File: src/rtl/move_scheduler.sv
// Turn-order controller and single-write-port arbiter for the Connect-Four board.
// Optional per-turn forced pass is compiled in when MOVE_TIMEOUT_EN is defined.
module move_scheduler #(
  parameter int COLS           = 7,
  parameter int TIMEOUT_CYCLES = 1000,
  parameter int TW             = 16
) (
  input  logic       clk,
  input  logic       rst,
  input  logic       start,
  input  logic       req_a,
  input  logic [2:0] col_a,
  input  logic       req_b,
  input  logic [2:0] col_b,
  output logic       ack_a,
  output logic       ack_b,
  output logic       nack,
  output logic       brd_wr,
  output logic [2:0] brd_col,
  output logic       brd_player,
  input  logic       brd_done,
  input  logic       brd_invalid,
  input  logic       brd_win,
  input  logic       brd_full,
  output logic       turn,
  output logic       game_over,
  output logic [1:0] winner,
  output logic       timeout
);

  typedef enum logic [1:0] {S_IDLE, S_WAIT_REQ, S_WAIT_BRD, S_DONE} state_t;

  localparam logic [3:0] COLS_L = 4'(COLS);

  if (COLS < 1 || COLS > 8 || TIMEOUT_CYCLES < 2 || (2 ** TW) <= TIMEOUT_CYCLES) begin : g_bad_cfg
    $error("move_scheduler: illegal COLS/TIMEOUT_CYCLES/TW combination");
  end

  state_t     r_state, w_state_nxt;
  logic       r_turn, w_turn_nxt;
  logic [1:0] r_winner, w_winner_nxt;
  logic [2:0] r_col, w_col_nxt;
  logic       r_player, w_player_nxt;
  logic       r_ack_a, w_ack_a_nxt;
  logic       r_ack_b, w_ack_b_nxt;
  logic       r_nack, w_nack_nxt;
  logic       r_wr, w_wr_nxt;

  logic       w_req;
  logic [2:0] w_col;
  logic       w_col_ok;

  // Only the player holding the turn is ever looked at.
  assign w_req    = r_turn ? req_b : req_a;
  assign w_col    = r_turn ? col_b : col_a;
  assign w_col_ok = ({1'b0, w_col} < COLS_L);

`ifdef MOVE_TIMEOUT_EN
  localparam logic [TW-1:0] TO_LAST = TW'(TIMEOUT_CYCLES - 1);
  logic [TW-1:0] r_cnt, w_cnt_nxt;
  logic          r_timeout, w_timeout_nxt;
`endif

  always_comb begin
    w_state_nxt  = r_state;
    w_turn_nxt   = r_turn;
    w_winner_nxt = r_winner;
    w_col_nxt    = r_col;
    w_player_nxt = r_player;
    w_ack_a_nxt  = 1'b0;
    w_ack_b_nxt  = 1'b0;
    w_nack_nxt   = 1'b0;
    w_wr_nxt     = 1'b0;
`ifdef MOVE_TIMEOUT_EN
    w_cnt_nxt     = r_cnt;
    w_timeout_nxt = 1'b0;
`endif
    case (r_state)
      S_IDLE, S_DONE: begin
        if (start) begin
          w_state_nxt  = S_WAIT_REQ;
          w_turn_nxt   = 1'b0;
          w_winner_nxt = 2'b00;
`ifdef MOVE_TIMEOUT_EN
          w_cnt_nxt    = '0;
`endif
        end
      end
      S_WAIT_REQ: begin
        if (w_req && w_col_ok) begin
          w_ack_a_nxt  = ~r_turn;
          w_ack_b_nxt  = r_turn;
          w_wr_nxt     = 1'b1;
          w_col_nxt    = w_col;
          w_player_nxt = r_turn;
          w_state_nxt  = S_WAIT_BRD;
`ifdef MOVE_TIMEOUT_EN
          w_cnt_nxt    = '0;
`endif
        end else begin
          w_nack_nxt = w_req;
`ifdef MOVE_TIMEOUT_EN
          // A rejected column does not restart the stall window.
          if (r_cnt == TO_LAST) begin
            w_timeout_nxt = 1'b1;
            w_turn_nxt    = ~r_turn;
            w_cnt_nxt     = '0;
          end else begin
            w_cnt_nxt = r_cnt + TW'(1);
          end
`endif
        end
      end
      S_WAIT_BRD: begin
        if (brd_done) begin
          if (brd_invalid) begin
            w_nack_nxt  = 1'b1;
            w_state_nxt = S_WAIT_REQ;
          end else if (brd_win) begin
            w_winner_nxt = {r_turn, ~r_turn};
            w_state_nxt  = S_DONE;
          end else if (brd_full) begin
            w_winner_nxt = 2'b00;
            w_state_nxt  = S_DONE;
          end else begin
            w_turn_nxt  = ~r_turn;
            w_state_nxt = S_WAIT_REQ;
          end
        end
      end
      default: w_state_nxt = S_IDLE;
    endcase
  end

  always_ff @(posedge clk or negedge rst) begin
    if (!rst) begin
      r_state   <= S_IDLE;
      r_turn    <= 1'b0;
      r_winner  <= 2'b00;
      r_col     <= 3'd0;
      r_player  <= 1'b0;
      r_ack_a   <= 1'b0;
      r_ack_b   <= 1'b0;
      r_nack    <= 1'b0;
      r_wr      <= 1'b0;
`ifdef MOVE_TIMEOUT_EN
      r_cnt     <= '0;
      r_timeout <= 1'b0;
`endif
    end else begin
      r_state   <= w_state_nxt;
      r_turn    <= w_turn_nxt;
      r_winner  <= w_winner_nxt;
      r_col     <= w_col_nxt;
      r_player  <= w_player_nxt;
      r_ack_a   <= w_ack_a_nxt;
      r_ack_b   <= w_ack_b_nxt;
      r_nack    <= w_nack_nxt;
      r_wr      <= w_wr_nxt;
`ifdef MOVE_TIMEOUT_EN
      r_cnt     <= w_cnt_nxt;
      r_timeout <= w_timeout_nxt;
`endif
    end
  end

  assign ack_a      = r_ack_a;
  assign ack_b      = r_ack_b;
  assign nack       = r_nack;
  assign brd_wr     = r_wr;
  assign brd_col    = r_col;
  assign brd_player = r_player;
  assign turn       = r_turn;
  assign winner     = r_winner;
  assign game_over  = (r_state == S_DONE);
`ifdef MOVE_TIMEOUT_EN
  assign timeout    = r_timeout;
`else
  assign timeout    = 1'b0;
`endif

endmodule

File: config.mk
export PLATFORM = sky130hd
export DESIGN_NAME = move_scheduler
export DESIGN_NICKNAME = d
export VERILOG_FILES = /design/src/rtl/move_scheduler.sv
export SDC_FILE = /design/constraint.sdc
export NUM_CORES = 1
export LEC_CHECK = 0
export ABC_AREA = 1
export CAP_MARGIN = 20
export CORE_ASPECT_RATIO = 0.7
export CORE_MARGIN = 2
export CORE_UTILIZATION = 35
export DETAILED_ROUTE_END_ITERATION = 7
export PLACE_DENSITY_LB_ADDON = 0.1
export REMOVE_ABC_BUFFERS = 1
export SLEW_MARGIN = 15
export SYNTH_ARGS = -nofsm -noshare
export SYNTH_HDL_FRONTEND = slang
export SYNTH_SLANG_ARGS = --single-unit
File: constraint.sdc
create_clock -name clk -period 2.55 [get_ports clk]
set_input_delay 0.765 -clock clk [delete_from_list [all_inputs] [get_ports clk]]
set_output_delay 0.765 -clock clk [all_outputs]
set_load 0.01 [all_outputs]
==> flow_summary.yaml, run 1 <==
status:
  status: "completed"
route:
  vias: 627
  routed_wl_um: 1527
  drc: 0
  antenna_left: 0
  via_per_inst: 4.447
  drt_iter0_drc: 10
  avgRoutedWirePerCell_um: 10.83
  dr.pass1.iters: 4
clock_network:
  clk_pin_slew_ns: 0.08
  cts_resized: 0
  cts_max_level: 1
  clockBufferDepth: 2
  clockRootBuffer: "clkbuf_4"
  cts_buffers: 3
  cts_tree: "done"
  ctsHoldBuffers: 0
  cts.sink_count: 13
  cts_setup_buffers: 0
  clk_latency_ns: 0.27
global_routing:
  antenna_found_initial: 0
  grt_overflow: 0
  grtUsageTotal_pct: 13.62
  grt_start_max_net_pins: 14
  grt_pass1_wl_um: 2304
  grt_pass1_vias: 527
worst_hold_path:
  min_from: "brd_col[2]"
  worstHoldEndpoint: "brd_col[2]"
  hold_path_class: "reg2reg"
  hold_depth: 2
timing:
  layout_min_cycle_time_ns: 2.157
  worstMarginPinSlew_ns: 0.5640
  finalWorstSetupSlack_ns: 0.3935
  slew_viol_final: 0
  fin_worst_skew_ns: 0.003505
  setup-tns-final_ns: 0
  setup_viol: 0
  rsz0062_at_grt: "no"
  fmax_mhz: 463.7
  hold_ws_ns: 0.4846
  hold_viol_final: 0
  fin_crit_sh_pct: 84.57
  slew_headroom_pct: 62.28
setup_path:
  r2r_slack_ns: 1.00
  critPathSlowestCell: "clkdlybuf4s50_1"
  cp_slowest_stage_delay_ns: 0.60
  arrival_ns: 1.39
  crit_path_start_kind: "flip-flop"
  r2r_start: "r_state[0]"
  critical_path.max_fanout: 8
  cp_cell_sequence: "clkdlybuf4s50_1"
  r2r_cells: 9
  cp.required_ns: 1.79
  cp.buffers_inverters: 1
  path_class: "reg2out"
  r2r_end: "winner[1]"
  startpoint: "turn"
  path_delay_family: "buffers and inverters"
  critPathCaptureType: "primary output"
cells_and_area:
  drive_gt1_share_pct: 9.244
  largest_reg_flops: 3
  nNetsFinal: 138
  fin_area_um2: 1002
  final_common_cell: "nand2_1"
  fin_cells: 141
  syn2layout_area_growth_pct: 44.06
  final_util_pct: 53.58
  most-common-layout-cells: "38 x nand2_1, 26 x clkdlybuf4s50_1, 13 x dfrtp_1"
  antenna_cells: 0
floorplanning:
  ios: 28
  floorplan.rows: 13
  core-area_um2: 1871
  die_x_um: 57.29
  start_util_pct: 37.19
  fp.dieH_um: 41.30
  dieArea_um2: 2366
power_and_ir_drop:
  powerDensity_nw_per_um2: 931.7
  p_leak_nw: 0.5040
  total_power_uw: 933.8
  peakVddDrop_v: 0.0004506
synth:
  synth_top_family_by_area: "simple AND/OR/NAND/NOR gates"
  synth_compound_area_share_pct: 5.216
  yosys.area_share.adder_pct: 5.396
  synthTopCellsByArea: "dfrtp_1 47%, nand2_1 21%, ha_1 5.4%"
  synth_xor_xnor_area_share_pct: 0
  synth_cells: 90
  synthArstFlopShare_pct: 100.0
  synthesis.area_um2: 695.7
  synth_top_area_cell: "dfrtp_1"
  synth_edf_count: 0
  yosysWarnings: 0
  synthFlopType: "dfrtp_1"
  yosysSeqAreaShare_pct: 46.76
  synth_mux_area_share_pct: 0
  synth_top_area_share_pct: 46.76
  synthSimpleGateAreaFrac_pct: 34.89
  syn_area_per_cell_um2: 7.730
  synth-seq-cells: 13
  synth_cell_types: 19
flow_run:
  drv_cap: 0
place:
  place_area_um2: 975.9
  post-place-ws_ns: 0.4651
  hpwlAfterDp_um: 1185
  gp_congestion: 0.7473
  dp.cells: 137
  place.port_buffers: 26
## worst max-delay path by stage
stage / depth (start not counted) / end
after global placement: 6 / winner[0]
after floorplan: 5 / winner[1]
after CTS: 1 / turn
final: 1 / turn
after global routing: 1 / turn
after detailed placement: 6 / winner[0]
## layout make-up
| type | instances | area [um2] |
|---|---|---|
| Fill cell | 189 | 868.3 |
| Multi-Input combinational cell | 66 | 320.3 |
| Sequential cell | 13 | 325.3 |
| Clock buffer | 4 | 26.28 |
| Tap cell | 22 | 27.53 |
| Inverter | 10 | 42.54 |
| Timing Repair Buffer | 26 | 260.3 |
## cells by family after synthesis
family	after synthesis
adders and majority gates	3
and+or+nand+nor	55
other	1
AOI/OAI and AO/OA	7
buffers and inverters	11
DFF	13
## power by group
part / switching (mW) / total, mW / internal (mW) / leakage (nW)
logic: 0.268 / 0.489 / 0.222 / 0.318
registers: 0.0456 / 0.319 / 0.273 / 0.171
clock network: 0.0649 / 0.126 / 0.0607 / 0.0150
total: 0.378 / 0.934 / 0.556 / 0.504
## metal layers
layer / up-vias / wire [um] / track usage, %
li1: 336 / - / -
met1: 273 / 717 / 16.38
met2: 18 / 690 / 24.14
met3: 0 / 118 / 6.790
met4: 0 / 0 / 0
met5: - / 0 / 0
## cell usage after synthesis, types with 2 or more instances
| master | count |
|---|---|
| nand4_1 | 2 |
| nand2_1 | 38 |
| ha_1 | 3 |
| nand2_2 | 3 |
| a21oi_1 | 3 |
| inv_1 | 8 |
| o21ai_0 | 2 |
| nor2_1 | 8 |
| dfrtp_1 | 13 |
Power figures use the tool's default switching activity.
==> run 2: changes to the inputs <==
==> constraint.sdc (replaced) <==
create_clock -name clk -period 2 [get_ports clk]
set_input_delay 0.6 -clock clk [delete_from_list [all_inputs] [get_ports clk]]
set_output_delay 0.6 -clock clk [all_outputs]
set_load 0.01 [all_outputs]
==> run 2 against run 1 <==
Against the previous run:
- core utilization is 1.6 points higher
- total power is 30% higher
- largest power group unchanged
- routed wire length down 5.8%
- critical path depth grew 1
- clock skew up 0.0015 ns
==> flow_summary.yaml, run 2 (synthesized netlist as in run 1, its figures left out) <==
route:
  drt_iter0_drc: 15
  dr.max_layer_used: "met3"
  met3_wirelength_um: 89
  vias: 657
  wl_met1_um: 691
  via_per_inst: 4.531
  avgRoutedWirePerCell_um: 9.924
  drc: 0
  dr.pass1.iters: 4
  routed_wl_um: 1439
  antenna_left: 0
  route.met2.wl_um: 657
timing:
  setup_viol: 0
  hold_viol_final: 0
  fmax_mhz: 525.0
  setup-tns-final_ns: 0
  fin_worst_skew_ns: 0.004960
  layout_min_cycle_time_ns: 1.905
  hold_ws_ns: 0.4886
  rsz0062_at_grt: "no"
  slew_viol_final: 0
  fin_crit_sh_pct: 95.24
power_and_ir_drop:
  p_leak_nw: 0.5241
  total_power_mw: 1.212
  peakVddDrop_v: 0.0006029
  powerDensity_nw_per_um2: 1174
setup_path:
  r2r_slack_ns: 0.43
  cp.required_ns: 1.40
  critPathSlowestCell: "clkdlybuf4s50_1"
  cp_slowest_stage_delay_ns: 0.47
  r2r_cells: 10
  critical_path.max_fanout: 2
  arrival_ns: 1.30
  path_delay_family: "buffers and inverters"
  r2r_start: "r_state[0]"
  critPathCaptureType: "primary output"
  path_depth: 2
  crit_path_start_kind: "flip-flop"
  cp_cell_sequence: "ha_1 -> clkdlybuf4s50_1"
  cp.buffers_inverters: 1
  path_class: "reg2out"
  startpoint: "r_state[0]"
clock_network:
  cts.sink_count: 13
  clockBufferDepth: 2
  ctsHoldBuffers: 0
  clk_pin_slew_ns: 0.07
  clk_latency_ns: 0.27
  cts_max_level: 1
  cts_resized: 0
  cts_buffers: 3
  cts_tree: "done"
  clockRootBuffer: "clkbuf_4"
  cts_setup_buffers: 0
place:
  place.port_buffers: 26
  gp_congestion: 0.7298
  dp.cells: 139
  place_area_um2: 991.0
  hpwlAfterDp_um: 1184
floorplanning:
  fp.dieH_um: 41.30
  die_x_um: 57.29
  start_util_pct: 37.19
  core-area_um2: 1871
  floorplan.rows: 13
  ios: 28
  dieArea_um2: 2366
cells_and_area:
  final_common_cell: "nand2_1"
  antenna_cells: 0
  fin_area_um2: 1032
  multi_input_area_um2: 320.3
  fin_cells: 145
  largest_reg_flops: 3
  seq_area_um2: 325.3
  most-common-layout-cells: "38 x nand2_1, 26 x clkdlybuf4s50_1, 13 x dfrtp_1"
  syn2layout_area_growth_pct: 48.38
  fill_cells: 194
  drive_gt1_share_pct: 12.20
  nNetsFinal: 142
worst_hold_path:
  hold_depth: 2
  min_from: "brd_col[1]"
  hold_path_class: "reg2reg"
global_routing:
  antenna_found_initial: 0
  grt_start_max_net_pins: 14
  grt_overflow: 0
  grtUsageTotal_pct: 13.60
  grt_pass1_wl_um: 2290
  grt_pass1_vias: 534
flow_run:
  drv_cap: 0
status:
  status: "completed"
==> run 2: final cells by class <==
| type | count | share of cell area, % |
|---|---|---|
| sequential | 13 | 31.52 |
| multi-input combinational | 66 | 31.03 |
| timing repair buffer | 30 | 28.12 |
| inverter | 10 | 4.121 |
| tap | 22 | 2.667 |
| clock buffer | 4 | 2.545 |
==> run 2: worst reg2reg max path, stage by stage (launching register included) <==
cell	delay (ns)
dfrtp_1	0.35
buf_4	0.13
inv_1	0.04
ha_1	0.32
nand2_1	0.08
nand2_1	0.04
inv_1	0.11
nand2_1	0.13
nor2_1	0.15
nand4_1	0.10
nand2_1	0.07
==> run 2: where the power goes <==
part           total [mW]  internal [mW]  switching [mW]
logic               0.670          0.311           0.359
clock network       0.153         0.0771          0.0759
registers           0.389          0.349          0.0400
total                1.21          0.737           0.475
==> run 2: path summary, 6_finish.rpt <==
path | endpoint
max reg2reg | winner[1]
min | brd_col[1]
min in group asynchronous | turn
min reg2reg | brd_col[1]
max | game_over
max in group asynchronous | r_state[0]
==> run 2: layer usage <==
layer  global-route usage (%)  vias up
li1                         -      347
met1                    16.92      292
met2                    23.28       18
met3                    5.864        0
met4                    1.744        0
met5                        0        -
==> run 2: per-stage QoR <==
step	util, %	setup WS [ns]
2_1_floorplan	-	0.6376
3_3_place_gp	52.98	0.1399
3_5_place_dp	52.98	0.09127
4_1_cts	54.38	0.02364
5_1_grt	55.18	0.03609
6_report	55.18	0.09522
==> run 3: changes to the inputs <==
--- a/config.mk
+++ b/config.mk
@@ -7,13 +7,13 @@
 export LEC_CHECK = 0
 export ABC_AREA = 1
 export CAP_MARGIN = 20
-export CORE_ASPECT_RATIO = 0.7
 export CORE_MARGIN = 2
-export CORE_UTILIZATION = 35
+export CORE_UTILIZATION = 41
 export DETAILED_ROUTE_END_ITERATION = 7
 export PLACE_DENSITY_LB_ADDON = 0.1
 export REMOVE_ABC_BUFFERS = 1
-export SLEW_MARGIN = 15
+export SETUP_SLACK_MARGIN = 0.15
+export SLEW_MARGIN = 10
 export SYNTH_ARGS = -nofsm -noshare
 export SYNTH_HDL_FRONTEND = slang
 export SYNTH_SLANG_ARGS = --single-unit
==> run 3 against run 2 <==
Against the previous run:
- maximum frequency up 7.0%
- critical path depth decreased by 1
- largest power group unchanged
- worst hold slack got worse by 0.0043 ns
- design area decreased by 1.6%
- core utilization grew 11 points
- flip-flop and latch count is the same
- register-to-register slack is essentially flat
==> flow_summary.yaml, run 3 (synthesized netlist as in run 1, its figures left out) <==
status:
  status: "completed"
floorplanning:
  dieArea_um2: 2042
  ios: 28
  start_util_pct: 45.13
  die_x_um: 45.19
  core-area_um2: 1541
  floorplan.rows: 14
  fp.dieH_um: 45.19
setup_path:
  cp.buffers_inverters: 1
  startpoint: "turn"
  cp.required_ns: 1.40
  cp_slowest_stage_delay_ns: 0.54
  path_class: "reg2out"
  path_delay_family: "buffers and inverters"
  r2r_start: "r_state[1]"
  arrival_ns: 1.18
  critPathCaptureType: "primary output"
  critPathSlowestCell: "clkdlybuf4s50_1"
  crit_path_start_kind: "flip-flop"
  cp_cell_sequence: "clkdlybuf4s50_1"
  critical_path.max_fanout: 2
power_and_ir_drop:
  p_leak_nw: 0.5232
  peakVddDrop_v: 0.0005578
  total_power_mw: 1.209
  powerDensity_nw_per_um2: 1190
clock_network:
  clk_pin_slew_ns: 0.08
  clockBufferDepth: 2
  cts_max_level: 1
  cts_buffers: 3
  clockRootBuffer: "clkbuf_4"
  clk_latency_ns: 0.27
  cts.sink_count: 13
  cts_tree: "done"
timing:
  worstMarginPinSlew_ns: 0.5958
  setup_viol: 0
  layout_min_cycle_time_ns: 1.781
  slew_viol_final: 0
  fin_worst_skew_ns: 0.0006634
  rsz0062_at_grt: "no"
  hold_viol_final: 0
  fmax_mhz: 561.5
  finalWorstSetupSlack_ns: 0.2191
  fin_crit_sh_pct: 89.04
  slew_headroom_pct: 60.15
  setup-tns-final_ns: 0
place:
  post-place-ws_ns: 0.06637
  place_area_um2: 975.9
  place.port_buffers: 26
  hpwlAfterDp_um: 1163
  gp_congestion: 0.7485
cells_and_area:
  syn2layout_area_growth_pct: 46.04
  fin_area_um2: 1016
  drive_gt1_share_pct: 11.48
  antenna_cells: 0
  nNetsFinal: 141
  largest_reg_flops: 3
  most-common-layout-cells: "38 x nand2_1, 25 x clkdlybuf4s50_1, 13 x dfrtp_1"
  final_common_cell: "nand2_1"
  final_util_pct: 65.91
route:
  avgRoutedWirePerCell_um: 10.64
  antenna_left: 0
  drc: 0
  vias: 665
  drt_iter0_drc: 10
  dr.pass1.iters: 3
  via_per_inst: 4.819
  routed_wl_um: 1469
flow_run:
  drv_cap: 0
global_routing:
  grt_pass1_vias: 588
  grtUsageTotal_pct: 16.32
  grt_pass1_wl_um: 2401
  grt_overflow: 0
  grt_start_max_net_pins: 14
  antenna_found_initial: 0
worst_hold_path:
  hold_path_class: "reg2reg"
  min_from: "brd_col[1]"
-- run 3: what timing repair did --
item | CTS | global route
endpoints found under the setup margin | 1 | 0
hold endpoints to repair | 0 | 0
setup buffers | 2 | 0
gates resized for setup | 1 | 0
hold buffers | 0 | 0
-- run 3: worst paths after layout --
check | end | slack (ns) | cells after the start
min in group asynchronous | brd_player | 0.70 | 1
setup reg to reg | winner[1] | 0.42 | 9
max in group asynchronous | r_state[0] | 0.92 | 1
hold / removal | brd_col[1] | 0.48 | 2
hold reg to reg | brd_col[1] | 0.48 | 2
setup / recovery | turn | 0.22 | 1
-- run 3: per-layer routing --
| layer | global-route usage (%) | vias up | share of wire [%] |
|---|---|---|---|
| li1 | - | 342 | - |
| met1 | 19.40 | 302 | 42 |
| met2 | 28.00 | 17 | 52 |
| met3 | 2.400 | 4 | 4.4 |
| met4 | 8.824 | 0 | 2.0 |
| met5 | 0 | - | 0 |
-- run 3: final cells by class --
| type | instances | area (um2) |
|---|---|---|
| repair buffers | 29 | 281.5 |
| fillers | 158 | 525.5 |
| inverters | 10 | 42.54 |
| well taps | 16 | 20.02 |
| flip-flops and latches | 13 | 325.3 |
| multi-input cells | 66 | 320.3 |
| clock buffers | 4 | 26.28 |
-- run 3: through the flow --
| step | hold WS (ns) | instances |
|---|---|---|
| after global routing | 0.5179 | 138 |
| after global placement | 0.4651 | 132 |
| after CTS | 0.4865 | 138 |
| after detailed placement | 0.4643 | 132 |
| final | 0.4843 | 138 |
| after floorplan | 0.3044 | 89 |
-- run 3: power breakdown --
part           switching (mW)  leakage (nW)  internal (mW)  total (mW)
combinational           0.350         0.337          0.305       0.655
clock                  0.0883        0.0150         0.0772       0.166
sequential             0.0398         0.171          0.348       0.388
